[src/rtl/lsu_pkg.sv]
// rtl/lsu_pkg.sv - shared constants, enums and helpers for the load/store unit
//   OP_LOAD / OP_STORE : RV32 major opcodes handled by the unit
//   func3_t            : access size / sign encodings
//   lsu_state_t        : sequencing FSM states
//   size_of(func3)     : access size in bytes (1, 2 or 4)
package lsu_pkg;

  localparam logic [6:0] OP_LOAD  = 7'b0000011;
  localparam logic [6:0] OP_STORE = 7'b0100011;

  typedef enum logic [2:0] {
    F3_B  = 3'b000,
    F3_H  = 3'b001,
    F3_W  = 3'b010,
    F3_BU = 3'b100,
    F3_HU = 3'b101
  } func3_t;

  typedef enum logic [2:0] {
    S_IDLE  = 3'd0,
    S_REQ0  = 3'd1,
    S_WAIT0 = 3'd2,
    S_REQ1  = 3'd3,
    S_WAIT1 = 3'd4,
    S_DONE  = 3'd5
  } lsu_state_t;

  // Illegal encodings fall through to a word size; they never reach memory.
  function automatic logic [2:0] size_of(input logic [2:0] f3);
    case (f3)
      F3_B, F3_BU: size_of = 3'd1;
      F3_H, F3_HU: size_of = 3'd2;
      default:     size_of = 3'd4;
    endcase
  endfunction

endpackage

[src/rtl/lsu_align.sv]
// rtl/lsu_align.sv - byte-enable / write-lane generation and load merge / extend
//   off, sz, phase     : in  byte offset in word, size in bytes, 0 = first word, 1 = second
//   store_data         : in  register value to store
//   rdata0, rdata1     : in  captured read words of the first and second access
//   crossing           : in  access spans two words
//   func3              : in  size/sign encoding
//   be, wdata          : out byte enables and lane-aligned data for the current phase
//   load_data          : out merged and extended load result
module lsu_align
  import lsu_pkg::*;
#(
  parameter int XLEN  = 32,
  parameter int NB    = XLEN / 8,
  parameter int OFS_W = $clog2(NB)
) (
  input  logic [OFS_W-1:0] off,
  input  logic [2:0]       sz,
  input  logic             phase,
  input  logic [XLEN-1:0]  store_data,
  input  logic [XLEN-1:0]  rdata0,
  input  logic [XLEN-1:0]  rdata1,
  input  logic             crossing,
  input  logic [2:0]       func3,
  output logic [NB-1:0]    be,
  output logic [XLEN-1:0]  wdata,
  output logic [XLEN-1:0]  load_data
);

  logic [2*NB-1:0] mask;
  logic [OFS_W:0]  nb_m_off;
  logic [XLEN-1:0] raw;
  logic [XLEN-1:0] hi_part;
  logic [XLEN-1:0] w_ext;

  // Mask is twice the word width so the spill into the next word falls out naturally.
  assign mask     = (((2*NB)'(1) << sz) - (2*NB)'(1)) << off;
  assign nb_m_off = (OFS_W+1)'(NB) - {1'b0, off};

  assign be    = phase ? mask[2*NB-1:NB] : mask[NB-1:0];
  assign wdata = phase ? (store_data >> {nb_m_off, 3'b000})
                       : (store_data << {off, 3'b000});

  assign hi_part = crossing ? (rdata1 << {nb_m_off, 3'b000}) : '0;
  assign raw     = (rdata0 >> {off, 3'b000}) | hi_part;

  if (XLEN == 32) begin : g_w32
    assign w_ext = raw;
  end else begin : g_wwide
    assign w_ext = {{(XLEN-32){raw[31]}}, raw[31:0]};
  end

  always_comb begin
    load_data = '0;
    case (func3)
      F3_B:    load_data = {{(XLEN-8){raw[7]}}, raw[7:0]};
      F3_H:    load_data = {{(XLEN-16){raw[15]}}, raw[15:0]};
      F3_W:    load_data = w_ext;
      F3_BU:   load_data = {{(XLEN-8){1'b0}}, raw[7:0]};
      F3_HU:   load_data = {{(XLEN-16){1'b0}}, raw[15:0]};
      default: load_data = '0;
    endcase
  end

endmodule

[src/rtl/load_store_unit.sv]
// rtl/load_store_unit.sv - sequential load/store unit between execute and data memory
//   clk, reset                         : clock, asynchronous active-high reset
//   req_valid/req_ready                : request handshake (ready only in IDLE)
//   opcode, func3, addr, store_data    : request fields, latched on accept
//   resp_valid, resp_data, resp_fault  : one-cycle completion pulse with result
//   mem_req/mem_gnt, mem_we, mem_addr,
//   mem_be, mem_wdata                  : memory request, held until granted
//   mem_rvalid, mem_rdata              : read data / write ack
module load_store_unit
  import lsu_pkg::*;
#(
  parameter int XLEN        = 32,
  parameter int ADDR_W      = 32,
  parameter bit ALLOW_MISAL = 1'b1
) (
  input  logic                 clk,
  input  logic                 reset,
  input  logic                 req_valid,
  output logic                 req_ready,
  input  logic [6:0]           opcode,
  input  logic [2:0]           func3,
  input  logic [ADDR_W-1:0]    addr,
  input  logic [XLEN-1:0]      store_data,
  output logic                 resp_valid,
  output logic [XLEN-1:0]      resp_data,
  output logic                 resp_fault,
  output logic                 mem_req,
  output logic                 mem_we,
  output logic [ADDR_W-1:0]    mem_addr,
  output logic [XLEN/8-1:0]    mem_be,
  output logic [XLEN-1:0]      mem_wdata,
  input  logic                 mem_gnt,
  input  logic                 mem_rvalid,
  input  logic [XLEN-1:0]      mem_rdata
);

  localparam int NB    = XLEN / 8;
  localparam int OFS_W = $clog2(NB);

  lsu_state_t        state, state_nx;
  logic              we_q, crossing_q, fault_q;
  logic [2:0]        f3_q;
  logic [ADDR_W-1:0] addr_q;
  logic [XLEN-1:0]   sdata_q, rdata0_q, rdata1_q;

  logic              accept, legal, in_crossing, in_fault;
  logic [OFS_W+1:0]  end_ofs;
  logic [ADDR_W-1:0] word0, word1;
  logic [NB-1:0]     be;
  logic [XLEN-1:0]   wdata, load_data;

  // Request decode, evaluated only on accept.
  always_comb begin
    legal = 1'b0;
    if (opcode == OP_LOAD)
      legal = (func3 == F3_B) || (func3 == F3_H) || (func3 == F3_W) ||
              (func3 == F3_BU) || (func3 == F3_HU);
    else if (opcode == OP_STORE)
      legal = (func3 == F3_B) || (func3 == F3_H) || (func3 == F3_W);
  end

  assign end_ofs     = {2'b00, addr[OFS_W-1:0]} + (OFS_W+2)'(size_of(func3));
  assign in_crossing = end_ofs > (OFS_W+2)'(NB);
  assign in_fault    = !legal || (in_crossing && !ALLOW_MISAL);
  assign accept      = req_valid && req_ready;

  always_ff @(posedge clk or posedge reset) begin
    if (reset) begin
      state      <= S_IDLE;
      we_q       <= 1'b0;
      crossing_q <= 1'b0;
      fault_q    <= 1'b0;
      f3_q       <= '0;
      addr_q     <= '0;
      sdata_q    <= '0;
      rdata0_q   <= '0;
      rdata1_q   <= '0;
    end else begin
      state <= state_nx;
      if (accept) begin
        we_q       <= (opcode == OP_STORE);
        crossing_q <= in_crossing;
        fault_q    <= in_fault;
        f3_q       <= func3;
        addr_q     <= addr;
        sdata_q    <= store_data;
      end
      if (state == S_WAIT0 && mem_rvalid) rdata0_q <= mem_rdata;
      if (state == S_WAIT1 && mem_rvalid) rdata1_q <= mem_rdata;
    end
  end

  always_comb begin
    state_nx = state;
    case (state)
      S_IDLE:  if (req_valid) state_nx = in_fault ? S_DONE : S_REQ0;
      S_REQ0:  if (mem_gnt) state_nx = S_WAIT0;
      S_WAIT0: if (mem_rvalid) state_nx = crossing_q ? S_REQ1 : S_DONE;
      S_REQ1:  if (mem_gnt) state_nx = S_WAIT1;
      S_WAIT1: if (mem_rvalid) state_nx = S_DONE;
      S_DONE:  state_nx = S_IDLE;
      default: state_nx = S_IDLE;
    endcase
  end

  assign word0 = {addr_q[ADDR_W-1:OFS_W], {OFS_W{1'b0}}};
  assign word1 = word0 + ADDR_W'(NB);

  lsu_align #(.XLEN(XLEN), .NB(NB), .OFS_W(OFS_W)) u_align (
    .off        (addr_q[OFS_W-1:0]),
    .sz         (size_of(f3_q)),
    .phase      (state == S_REQ1),
    .store_data (sdata_q),
    .rdata0     (rdata0_q),
    .rdata1     (rdata1_q),
    .crossing   (crossing_q),
    .func3      (f3_q),
    .be         (be),
    .wdata      (wdata),
    .load_data  (load_data)
  );

  // Memory-side outputs are gated so they read zero whenever no request is out.
  assign mem_req   = (state == S_REQ0) || (state == S_REQ1);
  assign mem_we    = mem_req && we_q;
  assign mem_addr  = !mem_req ? '0 : (state == S_REQ1) ? word1 : word0;
  assign mem_be    = mem_req ? be : '0;
  assign mem_wdata = mem_req ? wdata : '0;

  assign req_ready  = (state == S_IDLE);
  assign resp_valid = (state == S_DONE);
  assign resp_fault = resp_valid && fault_q;
  assign resp_data  = (resp_valid && !fault_q && !we_q) ? load_data : '0;

endmodule

[config.mk]
export PLATFORM = sky130hd
export DESIGN_NAME = load_store_unit
export DESIGN_NICKNAME = d
export VERILOG_FILES = /design/src/rtl/lsu_pkg.sv /design/src/rtl/lsu_align.sv /design/src/rtl/load_store_unit.sv
export SDC_FILE = /design/constraint.sdc
export NUM_CORES = 1
export LEC_CHECK = 0
export ABC_AREA = 1
export CAP_MARGIN = 5
export CORE_UTILIZATION = 30
export DETAILED_ROUTE_END_ITERATION = 12
export GPL_TIMING_DRIVEN = 0
export SLEW_MARGIN = 0
export SYNTH_ARGS = -nofsm -noshare
export SYNTH_HDL_FRONTEND = slang
export SYNTH_SLANG_ARGS = --single-unit
[constraint.sdc]
create_clock -name clk -period 6.5 [get_ports clk]
set_clock_uncertainty 0.15 [all_clocks]
set_input_delay 1.3 -clock clk [delete_from_list [all_inputs] [get_ports clk]]
set_output_delay 1.3 -clock clk [all_outputs]
set_load 0.1 [all_outputs]
Word-level counts from Yosys, hierarchy flattened:

Index checks and enable logic that the tools add are counted.

* word-level logic and storage cells: 85
* output and inout bits: 105
* bits in registers: 137
* input port bits: 111

* shift-type cells: 6
* order comparisons: 1
* bitwise gates (word level): 1
* reduce and logical (&&, ||, !) cells: 23
* $add $sub $neg: 4
* mux-type cells: 21
* equal/unequal tests: 20

Operators by type and width (count)
* $mux 32: 6
* $pmux 32 s5: 1
* $add 32x3->32 const B: 1
* $or 32x32->32: 1
* $shl 32x5->32: 1
* $shl 32x6->32: 1
* $shr 32x5->32: 1
* $shr 32x6->32: 1
* $mux 3: 7
* $eq 3x3->1 const B: 6
* $pmux 3 s5: 1
* $eq 3x2->1 const B: 4
* $pmux 3 s2: 2
* $ne 2x2->1 const B: 5
* $eq 3x1->1 const B: 3
* $logic_not 3->1: 3
* $mux 4: 2
* $reduce_or 2->1: 4
* $shl 1x3->8 const A: 1
* $shl 8x2->8: 1
* $sub 8x2->8 const B: 1
* $eq 7x2->1 const B: 1
* $eq 7x6->1 const B: 1
* $logic_and 1x1->1: 7
* 7 further kinds: 14

Depth between registers and ports, before layout:

Gate-level depths: netlist of the first run.

* word-level depth: 9
* depth in mapped cells: 15
* depth with buffers taken out: 11

Hierarchy:

A second synthesis of the first run with hierarchy kept.

* cells, all modules: 1598
* area, all modules: 9791.9 um2

Modules (own cells, without submodules)
* load_store_unit: instances 1, cells each 945, seq. area each 3428.3 um2, area an instance 6869.1 um2
* lsu_align: instances 1, cells each 653, seq. area each 0.0 um2, area an instance 2922.8 um2

Worst setup path before layout of the first run:

Ideal clock, no wire load.

* path type: register -> output
* start point: register addr_q[1]
* end point: output mem_wdata[25]
* slack: 0.829 ns
* data required time: 5.050 ns
* arrival time: 4.221 ns
* stages on the path, launching flop included: 10
* buffers on the path: 4
* path through: dfrtp_1 clkinv_1 clkbuf_1 clkbuf_1 ha_1 buf_2 clkinv_1 nand2_1 clkbuf_1 o31ai_1

* word-level cells in the longest chain between the ends: 4
* elaborated cells on any way between the ends: 5
* classes of those cells: add/sub (1); shift (2); mux (2)

RTL lines
* start: declaration: RTL line load_store_unit.sv:43 `logic [ADDR_W-1:0] addr_q;`
* start signal: assignment: RTL line load_store_unit.sv:85 `addr_q <= addr;`
* $sub 3x2->3: RTL line lsu_align.sv:37 `assign nb_m_off = (OFS_W+1)'(NB) - {1'b0, off};`
* $shr 32x6->32: RTL line lsu_align.sv:40 `assign wdata = phase ? (store_data >> {nb_m_off, 3'b000})`
* $mux 32 *: RTL line lsu_align.sv:40
* $mux 32 *: RTL line load_store_unit.sv:128 `assign mem_wdata = mem_req ? wdata : '0;`
* end: declaration: RTL line load_store_unit.sv:31 `output logic [XLEN-1:0] mem_wdata,`

Every way passes the cells marked *; elsewhere a longest branch is shown, timed or not.

Worst setup path after layout of the first run:

Ends and elaborated chain as after synthesis.

==> results.md, run 1 <==
- **standard-cell rows** 64
- **count of cells along the worst hold path** 2
- **Post-Synth Simple-Gate Area** 32.6%
- **area of placed instances** 0.0120 sq mm
- **total of hold buffers inserted after clock tree synthesis** 0
- **Clock Sinks** 137
- **post-place setup slack** 257 ps
- **capturing point of the worst reg2reg path** sdata_q[30]
- **crit path kind** flip-flop to output pin
- **Post-layout nets** 1817
- **Hold Crit Start** rdata0_q[0]
- **ports placed on the boundary** 216
- **VDD IR-drop max** 342 uV
- **global placement routability congestion** 0.957
- **master cell of the clock root buffer** sky130_fd_sc_hd__clkbuf_16
- **setup slack, reg-to-reg** 4130 ps
- **worst min-delay path category** flip-flop to flip-flop
- **post-synthesis compound-gate area fraction** 18.3%
- **number of antenna violations at the first check in global routing** 0
- **P&R area growth vs syn** 33.6%
- **max_cap viols** 0
- **result of the run** completed
- **total DRC errors in the routed layout** 0
- **#FFs+latches synth** 137
- **portion of the clock cycle consumed by the worst path in the final layout** 98.5%
- **Setup crit start kind** flip-flop
- **multiplexer area fraction after synthesis** 0%
- **Setup Fix Bufs, Post-CTS** 0
- **area occupied by multi-input gates** 0.00490 sq mm
- **critical path required time** 5050 ps
- **detail-routed net length per standard cell** 18.5 um
- **average size of a mapped cell** 6.39 sq um
- **number of violations reported at the end of detailed-routing iteration 0** 1212
- **most frequent cell after synthesis** sky130_fd_sc_hd__nand2_1
- **worst min-delay path endpoint** rdata0_q[0]
- **final wirelength** 39.0 mm
- **count of fill cells added during filler insertion** 3275
- **fmax** 156 MHz
- **die outline width** 179 um
- **FF/Latch Area** 0.00343 sq mm
- **Netlist Area Pre-Place** 0.00935 sq mm
- **met1 Track Usage GR** 32.4%
- **vertical die dimension** 179 um
- **WP data arrival** 4950 ps
- **Post-synth top flop** sky130_fd_sc_hd__dfrtp_1
- **TritonRoute pass-1 iters** 8
- **via density per instance** 5.18
- **met3 global-route usage** 4.16%
- **combinational family with the most area after synthesis** simple AND/OR/NAND/NOR gates
- **count of yosys warnings during synthesis** 0
- **number of distinct library cells after synthesis** 41
- **final worst hold slack** 336 ps
- **count of placed standard cells including taps** 2074
- **final hold violations** 0
- **endpoints failing setup** 0
- **xor/xnor cell area share of the yosys netlist** 0.187%
- **global route total overflow** 0
- **layout cell share with drive strength beyond 1** 6.78%
- **Die Outline Area** 0.0319 sq mm
- **adder and majority gate portion of the synthesized area** 1.28%
- **setup slack of the critical path after layout** 98.5 ps
- **worst reg2reg path startpoint** state[2]
- **# port buffers** 213
- **register clock-pin slew on the reported worst setup and hold paths** 60 ps
- **placeable core area** 0.0306 sq mm
- **largest area contributor in the netlist** sky130_fd_sc_hd__dfrtp_1
- **slew at the pin with the worst max-slew slack** 1090 ps
- **cell area after layout** 0.0125 sq mm
- **final count of pins violating max slew** 0
- **EDFF count, synth** 0
- **maximum number of pins on one net before global-route repair** 88
- **diode insertion count for antenna repair** 0
- **minimum period implied by the final worst setup slack** 6400 ps
- **cell types with the largest area share after synthesis** sky130_fd_sc_hd__dfrtp_1 37%, sky130_fd_sc_hd__nand2_1 20%, sky130_fd_sc_hd__o21ai_0 11%
- **commonest cells in the netlist** 507 x sky130_fd_sc_hd__nand2_1, 210 x sky130_fd_sc_hd__o21ai_0, 155 x sky130_fd_sc_hd__inv_1
- **global routing usage summed across all routing layers** 24.5%
- **area share of the largest cell type after synthesis** 36.7%
- **final std cells w/o fill** 2106
- **half-perimeter wire length after placement** 29.7 mm
- **Worst Setup End Kind** output pin
- **most used routing layer in global routing** met2
- **areal power density over the cells** 587 mW/mm^2
- **number of buffers inserted during clock tree synthesis** 17
- **number of global-route vias before repair** 10300
- **path depth of the worst reg2reg path** 5
- **total via count after detailed routing** 10900
- **Bufs on Longest Clock Path** 2
- **cell count after synthesis** 1463
- **TritonCTS clock tree** done
- **worst relative slew slack** 27.3%
- **Async SR Flop Fraction** 100%
- **effective utilization at floorplan** 30.6%
- **later-pin clock latency in the skew report** 430 ps
- **met2 track demand over resource in global routing** 40.2%
- **sequential cell area fraction in the yosys report** 36.7%
- **number of routed nets with antenna violations** 0
- **static leakage** 6.14 nW
- **peak fanout along the critical path** 11
- **Total Power** 0.00733 W
- **count of H-tree levels built during CTS** 4
- **setup repair after global routing missed its margin** false
- **first-pass GRT wire length** 58.7 mm
-- per-stage QoR --
stage / TNS (ps) / utilization, %
floorplan: 0 / -
global placement: -121740 / 39.2
detailed placement: 0 / 39.3
CTS: 0 / 40.9
global route: 0 / 40.8
finish: 0 / 40.8
-- report_power, final --
part | leakage [nW] | switching, W | total, W | internal [W]
clock network | 0.250 | 0.000411 | 0.000901 | 0.000490
registers | 1.71 | 0.000394 | 0.00164 | 0.00125
logic | 4.18 | 0.00359 | 0.00479 | 0.00120
-- final cells by class --
class                      instances  share of cell area [%]
buffer                            85                    3.19
multi-input combinational       1076                    39.3
tap                              396                    3.97
inverter                         166                    5.03
clock inverter                    13                   0.782
sequential                       137                    27.5
clock buffer                      19                    3.47
timing repair buffer             214                    16.8
-- per-layer routing --
metal	up-vias	routed length, um
met3	80	3220
met1	5120	16700
li1	5174	-
met4	0	1020
met2	535	18100
met5	-	0
-- placed cells by master (no fill, tap or decap), types with 8 or more instances in the layout --
cell type	Yosys	final
sky130_fd_sc_hd__ha_1	8	8
sky130_fd_sc_hd__o211ai_1	12	12
sky130_fd_sc_hd__buf_2	24	24
sky130_fd_sc_hd__nor2_1	85	85
sky130_fd_sc_hd__o21ai_0	210	210
sky130_fd_sc_hd__a21oi_1	62	62
sky130_fd_sc_hd__buf_4	11	11
sky130_fd_sc_hd__nand4_1	11	11
sky130_fd_sc_hd__nand3_1	103	103
sky130_fd_sc_hd__nor3_1	26	26
sky130_fd_sc_hd__a21oi_2	10	10
sky130_fd_sc_hd__nand2_1	507	507
sky130_fd_sc_hd__inv_1	155	154
sky130_fd_sc_hd__clkbuf_1	44	46
sky130_fd_sc_hd__dlymetal6s2s_1	0	22
sky130_fd_sc_hd__clkbuf_16	0	17
sky130_fd_sc_hd__dfrtp_1	137	137
sky130_fd_sc_hd__clkbuf_2	0	22
sky130_fd_sc_hd__clkdlybuf4s50_1	0	164
-- logic make-up (layout without fill, tap and decap cells) --
| kind of cell | after synthesis | in the layout |
|---|---|---|
| flops | 137 | 137 |
| buf+inv | 251 | 497 |
| other cells | 1 | 2 |
| compound gates | 319 | 319 |
| xor+xnor | 2 | 2 |
| simple gates | 744 | 744 |
| fa+ha+maj | 9 | 9 |
-- how the worst max path moves through the flow --
stage / start / endpoint / slack (ps) / depth (start not counted)
after floorplan: addr_q[1] / mem_wdata[25] / 830 / 9
after global placement: reset / addr_q[22] / -910 / 2
after detailed placement: addr_q[1] / resp_data[10] / 260 / 13
after CTS: addr_q[1] / resp_data[15] / 2 / 13
after global routing: addr_q[1] / resp_data[22] / 0.8 / 15
final: addr_q[1] / mem_wdata[25] / 100 / 10
-- worst max-delay path: stages, from the launching register on --
cell                              delay, ps
sky130_fd_sc_hd__dfrtp_1                420
sky130_fd_sc_hd__clkinv_1               190
sky130_fd_sc_hd__clkbuf_1               480
sky130_fd_sc_hd__clkbuf_1               580
sky130_fd_sc_hd__ha_1                   380
sky130_fd_sc_hd__buf_2                  200
sky130_fd_sc_hd__clkinv_1               220
sky130_fd_sc_hd__nand2_1                100
sky130_fd_sc_hd__clkbuf_1               290
sky130_fd_sc_hd__o31ai_1                410
sky130_fd_sc_hd__clkdlybuf4s50_1       1200
-- registers in the layout (all words and copies together), names as in the netlist --
| name | count |
|---|---|
| addr_q | 32 |
| crossing_q | 1 |
| f3_q | 3 |
| fault_q | 1 |
| rdata0_q | 32 |
| rdata1_q | 32 |
| sdata_q | 32 |
| state | 3 |
| we_q | 1 |
-- repair_timing --
| action | 4_1_cts | 5_1_grt |
|---|---|---|
| hold endpoints to repair | 0 | 0 |
| setup endpoints to repair | 27 | 47 |
| gates resized for setup | 27 | 70 |
Power figures use the tool's default switching activity.
==> run 2: changes to the inputs <==
--- a/config.mk
+++ b/config.mk
@@ -9,7 +9,6 @@
 export CAP_MARGIN = 5
 export CORE_UTILIZATION = 30
 export DETAILED_ROUTE_END_ITERATION = 12
-export GPL_TIMING_DRIVEN = 0
 export SLEW_MARGIN = 0
 export SYNTH_ARGS = -nofsm -noshare
 export SYNTH_HDL_FRONTEND = slang
==> run 2 against run 1 <==
Sequential power about the same. Total power fell by 1.2%. Combinational power down 4%. Core utilization up 0.69 points. Cell count decreased by 3.5%. Critical path type unchanged. Critical endpoint is now resp_data[20]. Highest routed layer unchanged.
==> results.md, run 2 (synthesis results as in run 1) <==
- **Total Power** 0.00725 W
- **detail-routed net length per standard cell** 16.2 um
- **die outline width** 179 um
- **Setup Fix Bufs, Post-CTS** 0
- **slew at the pin with the worst max-slew slack** 1120 ps
- **VDD IR-drop max** 225 uV
- **Die Outline Area** 0.0319 sq mm
- **proportion of power drawn by combinational gates** 63.7%
- **endpoints failing setup** 0
- **number of routed nets with antenna violations** 0
- **effective utilization at floorplan** 30.6%
- **portion of the clock cycle consumed by the worst path in the final layout** 92.0%
- **register clock-pin slew on the reported worst setup and hold paths** 60 ps
- **number of buffers inserted during clock tree synthesis** 17
- **max_cap viols** 0
- **minimum period implied by the final worst setup slack** 5980 ps
- **Worst Setup End Kind** output pin
- **total via count after detailed routing** 10200
- **final hold violations** 0
- **part of the power in the clock network** 14.0%
- **count of H-tree levels built during CTS** 4
- **final setup TNS** 0 ps
- **Post-layout nets** 1744
- **critical path required time** 5050 ps
- **final count of pins violating max slew** 0
- **layout cell share with drive strength beyond 1** 8.50%
- **placeable core area** 0.0306 sq mm
- **register share of total power** 22.2%
- **peak fanout along the critical path** 32
- **final core utilization** 41.5%
- **fmax** 167 MHz
- **P&R area growth vs syn** 35.8%
- **Post-CTS Resized** 0
- **areal power density over the cells** 571 mW/mm^2
- **Setup crit start kind** flip-flop
- **total DRC errors in the routed layout** 0
- **crit path kind** flip-flop to output pin
- **vertical die dimension** 179 um
- **ports placed on the boundary** 216
- **global placement routability congestion** 0.912
- **commonest cells after routing, fill and taps aside** 507 x sky130_fd_sc_hd__nand2_1, 210 x sky130_fd_sc_hd__o21ai_0, 154 x sky130_fd_sc_hd__inv_1, 146 x sky130_fd_sc_hd__clkdlybuf4s50_1, 136 x sky130_fd_sc_hd__dfrtp_1
- **final worst hold slack** 335 ps
- **number of antenna violations at the first check in global routing** 1
- **global routing usage summed across all routing layers** 20.8%
- **setup repair after global routing missed its margin** false
- **standard-cell rows** 64
- **switching power** 0.00413 W
- **maximum number of pins on one net before global-route repair** 117
- **half-perimeter wire length after placement** 23.5 mm
- **first-pass GRT wire length** 51.5 mm
- **number of violations reported at the end of detailed-routing iteration 0** 760
- **master cell of the clock root buffer** sky130_fd_sc_hd__clkbuf_16
- **final wirelength** 32.9 mm
- **Clock Sinks** 137
- **total of hold buffers inserted after clock tree synthesis** 0
- **global route total overflow** 0
- **fraction of power spent switching nets** 57.0%
- **Bufs on Longest Clock Path** 2
- **via density per instance** 5.00
- **number of global-route vias before repair** 9480
- **most common cell after layout, fill and taps aside** sky130_fd_sc_hd__nand2_1
- **later-pin clock latency in the skew report** 420 ps
- **count of placed standard cells including taps** 2001
- **worst relative slew slack** 24.9%
- **result of the run** completed
- **WP data arrival** 4530 ps
- **Power Internal** 0.00312 W
- **TritonCTS clock tree** done
- **final std cells w/o fill** 2032
- **static leakage** 5.83 nW
- **TritonRoute pass-1 iters** 5
- **# port buffers** 213
- **worst min-delay path category** flip-flop to flip-flop
[run 2: changes by cell type in the layout (fill, tap and decap cells not counted), sizes merged]
cell	change
dlymetal6s2s	-22
dlygate4sd2	-2
clkinvlp	+2
buf	+38
clkdlybuf4s15	-3
bufinv	+3
inv	-2
diode	+1
clkbuf	-65
clkinv	-6
clkdlybuf4s50	-18
[run 2: area by class of cell]
type,count,area (sq um)
fillers,3193,17900
multi-input cells,1076,4900
flip-flops and latches,137,3430
repair buffers,226,2630
inverters,166,629
well taps,396,495
clock buffers,20,467
clock inverters,10,144
diodes,1,2.50
[run 2: worst paths after layout]
check | depth (start not counted) | end | slack [ps] | startpoint
max | 14 | resp_data[20] | 520 | addr_q[1]
min | 2 | rdata1_q[2] | 340 | rdata1_q[2]
max reg2reg | 6 | crossing_q | 3820 | state[1]
min reg2reg | 2 | rdata1_q[2] | 340 | rdata1_q[2]
max in group asynchronous | 3 | addr_q[0] | 3740 | reset
min in group asynchronous | 2 | rdata0_q[0] | 1330 | reset
[run 2: per-layer routing]
layer | vias to the layer above | global-route usage, % | wire length, um
met3 | 46 | 3.52 | 2220
met5 | - | 0 | 0
met2 | 400 | 34.1 | 15300
met1 | 4700 | 27.9 | 14700
met4 | 0 | 5.90 | 577
li1 | 5014 | - | -
[run 2: critical path: stages, from the launching register on]
cell and delay, ps:
sky130_fd_sc_hd__dfrtp_1 330, sky130_fd_sc_hd__buf_4 370, sky130_fd_sc_hd__clkinv_1 540, sky130_fd_sc_hd__ha_1 620, sky130_fd_sc_hd__nor2_1 200, sky130_fd_sc_hd__nand2_1 70, sky130_fd_sc_hd__inv_1 50, sky130_fd_sc_hd__buf_4 320
sky130_fd_sc_hd__nand2_1 100, sky130_fd_sc_hd__nand3_1 110, sky130_fd_sc_hd__nand2_1 640, sky130_fd_sc_hd__nand3_1 350, sky130_fd_sc_hd__nand2_1 70, sky130_fd_sc_hd__inv_1 110, sky130_fd_sc_hd__buf_12 180
[run 2: metrics by stage]
stage,setup WS [ps],area [sq um]
after floorplan,829,9350
after global placement,1190,12100
after detailed placement,1010,12100
after CTS,544,12700
after global routing,168,12700
final,523,12700
[run 2: power groups by stage]
| stage | clock [W] | sequential [W] | combinational (W) |
|---|---|---|---|
| 4_1_cts | 0.00104 | 0.00160 | 0.00462 |
| 5_1_grt | 0.00107 | 0.00166 | 0.00500 |
| 6_report | 0.00102 | 0.00161 | 0.00462 |
| 3_3_place_gp | 0 | 0.00161 | 0.00457 |
| 3_5_place_dp | 0 | 0.00161 | 0.00460 |
| 2_1_floorplan | 0 | 0.00149 | 0.00347 |
